`config.mk`:
```
export PLATFORM = sky130hd
export DESIGN_NAME = mux_2to1
export DESIGN_NICKNAME = d
export VERILOG_FILES = /design/src/rtl/mux_2to1.sv
export SDC_FILE = /design/constraint.sdc
export NUM_CORES = 1
export LEC_CHECK = 0
export BUFFER_PORTS_ARGS = -buffer_cell sky130_fd_sc_hd__clkbuf_2
export CORE_MARGIN = 2
export CORE_UTILIZATION = 44
export DETAILED_ROUTE_END_ITERATION = 16
export PLACE_DENSITY = 0.79
export SLEW_MARGIN = 20
export SYNTH_ARGS = -nofsm -noshare
export SYNTH_HDL_FRONTEND = slang
export SYNTH_SLANG_ARGS = --single-unit
```
`constraint.sdc`:
```
create_clock -name clk -period 1.82 [get_ports clk]
set_input_delay 0.364 -clock clk [delete_from_list [all_inputs] [get_ports clk]]
set_output_delay 0.364 -clock clk [all_outputs]
set_load 0.005 [all_outputs]
```
`src/rtl/mux_2to1.sv`:
```
// mux_2to1: 2-to-1 data selector with registered copy and select-toggle tracking
module mux_2to1 #(
    parameter int WIDTH = 5,
    parameter int CNT_W = 8
) (
    input  logic [WIDTH-1:0] In_A,
    input  logic [WIDTH-1:0] In_B,
    input  logic             Selector,
    output logic [WIDTH-1:0] OutMux,
    input  logic             clk,
    input  logic             rst_n,
    input  logic             en,
    output logic [WIDTH-1:0] OutMux_q,
    output logic             Sel_q,
    output logic             Sel_toggle,
    output logic [CNT_W-1:0] Toggle_count
);
    logic [WIDTH-1:0] out_q, out_d;
    logic             sel_q, sel_d;
    logic             tog_q, tog_d;
    logic [CNT_W-1:0] cnt_q, cnt_d;
    logic             sel_chg;

    assign OutMux       = Selector ? In_B : In_A;
    assign sel_chg      = Selector != sel_q;
    assign OutMux_q     = out_q;
    assign Sel_q        = sel_q;
    assign Sel_toggle   = tog_q;
    assign Toggle_count = cnt_q;

    // Next state: capture on en; toggle pulse clears when disabled; counter saturates
    always_comb begin
        out_d = en ? OutMux : out_q;
        sel_d = en ? Selector : sel_q;
        tog_d = en && sel_chg;
        cnt_d = (en && sel_chg && !(&cnt_q)) ? cnt_q + 1'b1 : cnt_q;
    end

    // State registers with synchronous active-low reset taking priority over en
    always_ff @(posedge clk) begin
        if (!rst_n) begin
            out_q <= '0;
            sel_q <= 1'b0;
            tog_q <= 1'b0;
            cnt_q <= '0;
        end else begin
            out_q <= out_d;
            sel_q <= sel_d;
            tog_q <= tog_d;
            cnt_q <= cnt_d;
        end
    end
endmodule

```
==> metrics.sh <==
COUNT_OF_NON_FILLER_CELLS_IN_THE_FINISHED_LAYOUT=124
CTS_HOLD_BUF=0
DRT-WIRELENGTH-PER-CELL_UM=12.67
MAXCAPVIOLCOUNT=0
VDD_DROP_MAX_V=0.0004975
AREA_GROWTH_SYN_TO_LAYOUT_PCT=26.51
CTSROOTBUFFERMASTER='sky130_fd_sc_hd__clkbuf_4'
SYNTH_TOP_AREA_SHARE_PCT=41.31
DIE_AREA_MM2=0.001993
RSZ0062_AT_GRT='false'
DETAIL_ROUTE.VIAS_PER_CELL=5.395
H-TREE-DEPTH=1
PLACEABLECOREAREA_MM2=0.001524
DIE_EXTENT_IN_X_UM=44.65
TIMING.FINAL.HOLD_VIOLATIONS=0
WORST_HOLD_PATH_TYPE='in -> reg'
FINAL-MAX-SLEW-VIOLATION-COUNT=0
REPORT.FINAL.SETUP_VIOL=0
POST_SYNTH_FA_HA_MAJ_AREA_FRACTION_PCT=1.721
SYNTH.LARGEST_AREA_CELL='sky130_fd_sc_hd__dfxtp_1'
DRT.ANTENNA.VIOLATING_NETS=0
START_UTIL_PCT=47.70
MAPPEDNETLISTAREA_UM2=726.9
POST-CTS-SETUP-BUFFER-COUNT=0
ROUTED-VIA-COUNT=669
POST_SYNTH_MUX_AREA_SHARE_PCT=17.38
SYNTH-SEQ-CELLS=15
POST_CTS_RESIZED=0
DOMINANTREGCELLSYNTH='sky130_fd_sc_hd__dfxtp_1'
PORT_BUFFERS=33
YOSYS_WARNINGS=0
ANTENNA_FOUND_INITIAL=0
SETUP_TNS_FINAL_NS=0
FINISH.NET_COUNT=124
DRC_ERRORS=0
WORSTSKEWPAIRLATENCY_NS=0.28
INITIALDRTVIOLATIONCOUNT=12
SYNTH-ASYNC-RESET-RATIO_PCT=0
SYNTH-XOR-AREA-SHARE_PCT=3.442
GRT_FIRST_PASS_WIRELENGTH_UM=2559
CTS.PATH.MAX_BUFFERS=2
DP_HPWL_UM=1174
TOT_GR_TRACK_USE_PCT=17.39
SYN-MEAN-INSTANCE-AREA_UM2=9.824
TIMING.FINAL.CRIT_SHARE_PCT=86.42
FINALWEIGHTEDCONGESTION=0.8350
WORST_SLEW_PIN_SLEW_NS=0.3409
TRITONCTS_NUM_SINKS=15
IO-PIN-COUNT=34
VIA_COUNT_OF_THE_FIRST_GLOBAL_ROUTING_PASS=589
START_TO_END_TYPE_OF_THE_WORST_SETUP_PATH='reg -> reg'
POST_SYNTH_AND_OR_NAND_NOR_AREA_FRACTION_PCT=18.59
FIN_SKEW_NS=0.001904
CTS_TREE='built'
SYNTH_CELL_TYPE_COUNT=28
DRT_FIRST_PASS_ITERS=4
TIMING.FMAX_MHz=635.8
MAIN_COMBINATIONAL_CELL_FAMILY_BY_AREA_AFTER_SYNTHESIS='simple AND/OR/NAND/NOR gates'
PLACEMENTROWS=14
LEAKAGEPOWER_uW=0.0004481
PIN_COUNT_OF_THE_BIGGEST_NET_ENTERING_GLOBAL_ROUTING=12
OUTCOME='complete, no violations'
DP_CELLS=120
DRT-TOTAL-WL_UM=1571
WORST-ENDPOINT-REQUIRED_NS=1.99
NUM_ANTENNA_CELLS=0
PATH_MAX_FANOUT=8
SYNTH-COMPOUND-AREA-SHARE_PCT=13.25
POST-SYNTH-TOP-COUNT-CELL='sky130_fd_sc_hd__dfxtp_1'
SYNTH-EDFF-COUNT=0
DRIVE_ABOVE_1_SHARE_PCT=43.52
POST_SYNTH_INST_COUNT=74
RELSLEWSLACK_PCT=77.25
WORSTSETUPSTARTPOINTTYPE='register'
NETLIST_TOP_CELLS_AREA='sky130_fd_sc_hd__dfxtp_1 41%, sky130_fd_sc_hd__mux2i_1 9.6%, sky130_fd_sc_hd__mux2_2 7.7%'
N_FILL_CELL=151
CTS_MADE_BUFFERS=3
SYNTH.TOP_CELLS.BY_COUNT='15 x sky130_fd_sc_hd__dfxtp_1, 10 x sky130_fd_sc_hd__nor2_1, 7 x sky130_fd_sc_hd__mux2i_1'
CHIPHEIGHT_UM=44.65
WP_DATA_ARRIVAL_NS=1.74
PERIOD_MINUS_SLACK_NS=1.573
SYNTH.YOSYS.SEQ_AREA_SHARE_PCT=41.31
POWER.DENSITY_mW_PER_MM2=702.3
CLK_TRANSITION_REPORTED_PATHS_NS=0.09
SYN_NETS=89
GLOBAL_ROUTE.OVERFLOW_TOTAL=0
WORST_SETUP_END_KIND='register'
-- critical path, cell delays in order, from the launching register on --
cell and delay, ns:
sky130_fd_sc_hd__dfxtp_1 0.43, sky130_fd_sc_hd__ha_1 0.23, sky130_fd_sc_hd__nand4_1 0.20, sky130_fd_sc_hd__o211ai_4 0.34, sky130_fd_sc_hd__mux2i_1 0.22, sky130_fd_sc_hd__nor2_1 0.05
-- cell families (layout without fill, tap and decap cells) --
group,count (synthesis),count (layout)
fa+ha+maj,1,1
flops,15,15
compound gates,12,12
mux,12,12
xor+xnor,2,2
simple gates,26,26
buf+inv,6,40
-- final timing paths --
kind / depth (start not counted) / endpoint / slack, ns / from
worst min-delay path: 2 / Toggle_count[5] / 0.35 / rst_n
worst max register to register: 5 / Toggle_count[1] / 0.25 / Toggle_count[0]
worst max-delay path: 5 / Toggle_count[1] / 0.25 / Toggle_count[0]
worst min register to register: 2 / OutMux_q[0] / 0.50 / OutMux_q[0]
-- power breakdown --
part	switching (uW)	leakage [uW]	internal (uW)
Combinational	48.7	0.000308	52.0
Sequential	11.4	0.000122	342
Clock	110	0.0000177	81.5
-- layout make-up --
class                      instances  area (um^2)  share of cell area [%]
clock inverter                     1        5.005                  0.5442
timing repair buffer              33        165.2                   17.96
sequential                        15        300.3                   32.65
inverter                           3        11.26                   1.224
clock buffer                       3        22.52                   2.449
tap                               16        20.02                   2.177
multi-input combinational         53        395.4                   42.99
-- cells in the final DEF (no fill, tap or decap), drive strengths merged, types with 2 or more instances in the layout --
| cell type | count |
|---|---|
| nand3 | 3 |
| nand2 | 2 |
| mux2i | 7 |
| o21ai | 2 |
| clkbuf | 36 |
| mux2 | 5 |
| or3 | 2 |
| nand4 | 4 |
| dfxtp | 15 |
| xor2 | 2 |
| inv | 3 |
| nor2 | 10 |
| a21oi | 4 |
-- registers in the layout, summed over array words and instances (netlist names) --
name	count
OutMux_q	5
Sel_q	1
Sel_toggle	1
Toggle_count	8
-- stage by stage --
stage	setup WS (ns)	hold WS [ns]	util [%]	instance area (um^2)	total power [uW]
floorplan	0.4083	0.4818	-	726.9	420.0
global placement	0.2804	0.4714	58.54	892.1	457.1
detailed placement	0.2533	0.4857	58.54	892.1	461.3
CTS	0.2547	0.3393	60.34	919.6	650.3
global route	0.1078	0.3438	60.34	919.6	673.2
finish	0.2472	0.3459	60.34	919.6	645.8
-- per-layer routing --
| metal | track usage, % | vias up | part of all wire [%] |
|---|---|---|---|
| met5 | 0 | - | 0 |
| li1 | - | 336 | - |
| met1 | 21.25 | 311 | 43 |
| met3 | 2.449 | 4 | 5.4 |
| met4 | 7.273 | 0 | 1.9 |
| met2 | 30.14 | 18 | 50 |
Power figures use the tool's default switching activity.
